File: config.mk
export PLATFORM = sky130hd
export DESIGN_NAME = micro_sequencer
export DESIGN_NICKNAME = d
export VERILOG_FILES = /design/src/rtl/micro_sequencer.sv
export SDC_FILE = /design/constraint.sdc
export NUM_CORES = 1
export LEC_CHECK = 0
export BUFFER_PORTS_ARGS = -buffer_cell sky130_fd_sc_hd__clkbuf_2
export CAP_MARGIN = 10
export CELL_PAD_IN_SITES_DETAIL_PLACEMENT = 1
export CELL_PAD_IN_SITES_GLOBAL_PLACEMENT = 1
export CORE_UTILIZATION = 31
export DETAILED_ROUTE_END_ITERATION = 7
export MAX_ROUTING_LAYER = met4
export PLACE_DENSITY_LB_ADDON = 0.25
export REMOVE_ABC_BUFFERS = 1
export SYNTH_ARGS = -nofsm -noshare
export SYNTH_HDL_FRONTEND = slang
export SYNTH_SLANG_ARGS = --single-unit
File: constraint.sdc
create_clock -name clk -period 1.6 [get_ports clk]
set_clock_uncertainty 0.1 [all_clocks]
set_input_delay 0.32 -clock clk [delete_from_list [all_inputs] [get_ports clk]]
set_output_delay 0.32 -clock clk [all_outputs]
set_load 0.03 [all_outputs]
File: src/rtl/micro_sequencer.sv
// Microcode T-state sequencer: steps T0..T7, forms the microcode ROM address from the
// latched opcode and current T-state, and parks in HALTED at instruction boundaries.
//
// state  | meaning
// RUN    | sequencing T-states; side effects enabled unless stalled
// HALTED | parked at T0 after a boundary with halt_req high; waits for halt_req low
module micro_sequencer (
    input  logic        clk,
    input  logic        reset,
    input  logic        rt,
    input  logic        stall,
    input  logic        halt_req,
    input  logic [7:0]  opcode,
    output logic [10:0] uaddr,
    output logic [2:0]  tstate,
    output logic        ctl_en,
    output logic        insn_done,
    output logic        halted
);

    typedef enum logic {
        RUN    = 1'b0,
        HALTED = 1'b1
    } state_e;

    state_e      state_q, state_d;
    logic [2:0]  tstate_q, tstate_d;
    logic [7:0]  opcode_q, opcode_d;
    logic        advance;
    logic        boundary;

    // T0/T1 are the fixed fetch cycles, so rt only counts from T2 onward; T7 is an implicit rt.
    assign advance  = (state_q == RUN) && !stall;
    assign boundary = advance && ((rt && (tstate_q >= 3'd2)) || (tstate_q == 3'd7));

    always_ff @(posedge clk) begin
        if (reset) begin
            state_q  <= RUN;
            tstate_q <= 3'd0;
            opcode_q <= 8'h00;
        end else begin
            state_q  <= state_d;
            tstate_q <= tstate_d;
            opcode_q <= opcode_d;
        end
    end

    always_comb begin
        state_d  = state_q;
        tstate_d = tstate_q;
        opcode_d = opcode_q;
        case (state_q)
            RUN: begin
                if (advance) begin
                    if (boundary) begin
                        tstate_d = 3'd0;
                        if (halt_req) begin
                            state_d = HALTED;
                        end
                    end else begin
                        tstate_d = tstate_q + 3'd1;
                    end
                    if (tstate_q == 3'd1) begin
                        opcode_d = opcode;
                    end
                end
            end
            HALTED: begin
                tstate_d = 3'd0;
                if (!halt_req) begin
                    state_d = RUN;
                end
            end
            default: begin
                state_d  = RUN;
                tstate_d = 3'd0;
            end
        endcase
    end

    always_comb begin
        tstate    = tstate_q;
        uaddr     = (tstate_q < 3'd2) ? {8'h00, tstate_q} : {opcode_q, tstate_q};
        ctl_en    = (state_q == RUN) && !stall && !reset;
        insn_done = boundary && !reset;
        halted    = (state_q == HALTED);
    end

endmodule

; ---- Word level (Yosys, flattened, before mapping)
; Index checks and enable logic that the tools add are counted.
[word_totals]
ff_bits = 12
latchBits = 0
mem_bits_rw = 0
mem_bits_ro = 0
inputBits = 13
out_inout_bits = 17
wordCells = 27
n_memories = 0
[op_classes]
add_sub_neg = 1
n_mul = 0
div_mod_pow = 0
magnitude_cmp = 2
n_eq_ne = 3
n_shift = 0
muxes = 8
n_bitwise = 1
reduce_logical = 9
[ops]
columns = operator, n
row1 = two-way mux 11 bit, 1
row2 = two-way mux 3 bit, 2
row3 = case mux 3 bit (2 select lines), 1
row4 = logical AND 1 bit, 5
row5 = adder 3 x 1 -> 3 bit (second input constant), 1
row6 = equality test 3 x 1 -> 1 bit (second input constant), 1
row7 = equality test 3 bit (second input constant), 1
row8 = >= comparator 3 x 2 -> 1 bit (second input constant), 1
row9 = < comparator 3 x 2 -> 1 bit (second input constant), 1
row10 = two-way mux 1 bit, 3
row11 = AND reduction 3 bit, 1
row12 = logical NOT 1 bit, 2
row13 = != test 2 bit (second input constant), 1
row14 = case mux 1 bit (2 select lines), 1
row15 = logical OR 1 bit, 1
row16 = NOT 1 bit, 1

; ---- Longest topological paths before layout
[logic_depth]
ltp_word = 7
depth_mapped = 6

; ---- Worst setup path before layout
; OpenSTA, ideal clock, no wires.
[synth_path]
path_kind = register to output
from = register state_q, in the netlist halted
to = output insn_done
arrival_time_ps = 1648
t_required_ps = 1180
slack_ps = -468
path_stages_with_launch = 5
path_buffers = 1
path_cell_list = dfxtp_1 > or2_1 > buf_6 > nor2_1 > and2_1
[synth_via]
elab_chain_len = 4
[synth_lines]
columns = element, line
row1 = from (decl), 26  ; state_e state_q, state_d;
row2 = from (signal assigned), 42  ; state_q <= state_d;
row3 = NOT 1 bit, n/a
row4 = logical AND 1 bit, 33  ; assign advance = (state_q == RUN) && !stall;
row5 = logical AND 1 bit, 34  ; assign boundary = advance && ((rt && (tstate_q >= 3'd2)) || (tstate_q == 3'd7));
row6 = logical AND 1 bit, 85  ; insn_done = boundary && !reset;
row7 = to (decl), 17  ; output logic insn_done,
; No other way between the ends.

; ---- Worst setup path after layout
[layout_path]
from = register tstate_q[1], in the netlist tstate[1]
to = output insn_done
[layout_via]
elab_chain_len = 5
[layout_lines]
columns = element, line
row1 = from (decl), 27  ; logic [2:0] tstate_q, tstate_d;
row2 = from (signal assigned), 43  ; tstate_q <= tstate_d;
row3 = >= comparator 3 x 2 -> 1 bit, 34
row4 = logical AND 1 bit, 34
row5 = logical OR 1 bit *, 34
row6 = logical AND 1 bit *, 34
row7 = logical AND 1 bit *, 85
; Every way passes the cells marked *; elsewhere a longest branch is shown, timed or not.

==> results.md <==
* Slowest cell delay on critical path at between 0.3 and 0.4 ns
* Max-slew violations at 0
* Setup Crit Path Kind: flip-flop to output pin
* DRT Pass-1 Iters at 4
* FF-to-FF path depth at 10
* Post-Syn Area at between 600 and 700 um^2
* Hpwl dp at approximately 1200 um
* Mux cell area share after synthesis at 0%
* Status: complete, but fails checks
* Antenna-violating nets left at 0
* Largest cells by area after synthesis: dfxtp_1 38%, nand2_1 12%, and2_1 8.8%
* Largest delay share family, worst path: flip-flops
* Max VDD drop at around 0.48 mV
* Tcrit/Tclk final at 113%
* Avg Vias per Cell at just under 5
* Simple-gate area share of the yosys netlist at a little under a third
* WP buf/inv at 2
* Violated checks: negative setup slack
* Worst Path Required at roughly 1.2 ns
* Commonest non-fill, non-tap cell in the layout: buf_4
* Final Setup Violations at 21
* Register Area at ~250 um^2
* All-Layer GR Usage at between 20% and 30%
* Slew headroom at around 81%
* Critical Path Start Type: flip-flop
* CTS tree: yes
* Placed Instance Area at 816 um^2
* Die H at 47.4 um
* GRT overflow at 0
* Leak at between 0.0005 and 0.0006 uW
* Clk root buf: clkbuf_4
* Min-delay src: opcode[7]
* Worst hold stages at 3
* Internal reg-to-reg setup slack at -0.14 ns
* Initial Util at around a third
* # port buffers at 29
* Design area at around 0.0012 mm^2
* Antenna cells at 0
* Reg2Reg Launch Point: tstate[0]
* Compound-gate portion of the synthesized area at roughly an eighth
* Synth Register Bits at 12
* Clock transition at path regs at roughly 0.090 ns
* Multi-input logic area at around 440 um^2
* Endpoint of the worst-slack reg-to-reg timing path: halted
* Xor and xnor fraction of the mapped netlist area at 0%
* Worst-path cell chain: ha_4, ha_4, inv_4, nand2_2, and2_4, buf_8
* Die W at ~47 um
* Final hold violations at 0
* Layout Area Growth over Synthesis at 86.9%
* Sequential fraction of the synthesis area at between 30 and 40%
* Starting DRT DRC Count at 5
* CP dominant cell by count: ha_4
* Netlist cell types at 20
* TritonCTS Buffers at 3
* Worst Hold End: opcode_q[7]
* CP Capture Type: output pin
* Post-route DRC at 0
* Yosys top cell by area: dfxtp_1
* Adder-Cell Fraction of Synth Area at under 10%
* Htree depth at 1
* Worst setup margin at -0.202 ns
* Main combinational cell family by area after synthesis: simple AND/OR/NAND/NOR gates
* Arr. time, crit path at around 1.4 ns
* CP max FO at 4
* Unrepaired setup endpoints after global routing: true
* # rows at 16
* Setup TNS at -1.86 ns
* Nets at about 140
* Synth Area per Inst at about 8.4 um^2
* Mapped Cells at 76
* Post-Route WL at between 2000 and 3000 um
* Largest net degree at the start of global routing at 10
* RD Place Congestion at between 0.7 and 0.8
* # IOs at 30
* Vias in the first global route at 607
* Minimum clock period at roughly 1.8 ns
* Wire per inst at between 15 and 20 um
* Core Area at 0.00194 mm^2
* Longest Clk Path Bufs at 2
* First-pass GRT wire length at 2970 um
* Most frequent cells in the layout: 21 x buf_4, 17 x clkbuf_2, 11 x nand2_1
* Vias at 731
* PD cells at between 600 and 700 mW/mm^2
* Design Power at just under 800 uW
* Worst min path class: input pin to flip-flop
* Final Util at 61.4%
* Synth warn at 0
* Die area at ~0.0022 mm^2
* Antenna violations before repair at 0
* Critical path's slowest cell: dfxtp_4
* Filler instances at 243
* # clock sinks at 12
* Area share of the largest cell type after synthesis at between 30% and 40%
* MaxCap Viol Count at 0
* Slew @ Worst Pin at between 0.2 and 0.3 ns
* Share of post-route cells with drive strength above 1 at about 75%
* Clock Latency Late Sink at slightly below 0.3 ns
* Highest Clock Rate at around 0.55 GHz
## routing by layer
layer | global-route usage (%) | up-vias | routed length [um]
met5 | - | - | 0
met4 | 3.43 | 0 | 93
met3 | 3.85 | 8 | 107
met2 | 38.1 | 27 | 1360
met1 | 22.8 | 354 | 1000
li1 | - | 342 | -
## logic make-up after synthesis
kind of cell | after synthesis
buf+inv | 10
simple gates | 37
fa+ha+maj | 3
flops | 12
compound gates | 14
## flip-flops by register name, summed over array words and instances (netlist names)
| register | cells |
|---|---|
| halted | 1 |
| tstate | 3 |
| opcode_q | 8 |
## through the flow
stage          cells  hold WS [ns]  setup WS (ns)
4_1_cts          146         0.160         -0.161
6_report         151         0.149         -0.202
3_3_place_gp     133         0.337         0.0321
5_1_grt          151         0.146         -0.237
2_1_floorplan     69         0.289         -0.423
3_5_place_dp     133         0.343       -0.00274
## cells in the mapped netlist (all sizes together)
| cell | count |
|---|---|
| buf | 7 |
| o21ai | 1 |
| or3b | 1 |
| nor2 | 1 |
| ha | 3 |
| or2 | 2 |
| o211a | 1 |
| dfxtp | 12 |
| inv | 3 |
| o22ai | 3 |
| nand2 | 20 |
| a21oi | 9 |
| or4b | 1 |
| or3 | 2 |
| and2 | 9 |
| nor4b | 1 |
## how the worst max path moves through the flow
stage          startpoint          end  cells after the start
5_1_grt         tstate[1]    insn_done                      6
3_3_place_gp    tstate[1]  opcode_q[1]                      5
3_5_place_dp    tstate[2]     uaddr[3]                      3
2_1_floorplan      halted    insn_done                      3
4_1_cts         tstate[1]    insn_done                      6
6_report        tstate[1]    insn_done                      6
## what timing repair did
item	CTS	global route
pin swaps	12	10
gates resized for setup	44	36
setup endpoints to repair	11	19
setup buffers	9	5
gates cloned	0	0
hold buffers	0	0
## area by class of cell
| type | instances | area share [%] |
|---|---|---|
| inverters | 3 | 1.36 |
| flip-flops and latches | 12 | 21.2 |
| multi-input cells | 54 | 37.1 |
| repair buffers | 51 | 34.4 |
| well taps | 27 | 2.83 |
| clock buffers | 4 | 3.04 |
## tightest hold or removal path: stages
cell and delay, ns:
clkbuf_2 0.08, nand2_1 0.05, a21oi_1 0.05
## power by group
group          internal [uW]  switching [uW]
Clock                    139             126
Combinational           90.2             104
Sequential               310            14.4
(Power assumes the default switching activity.)
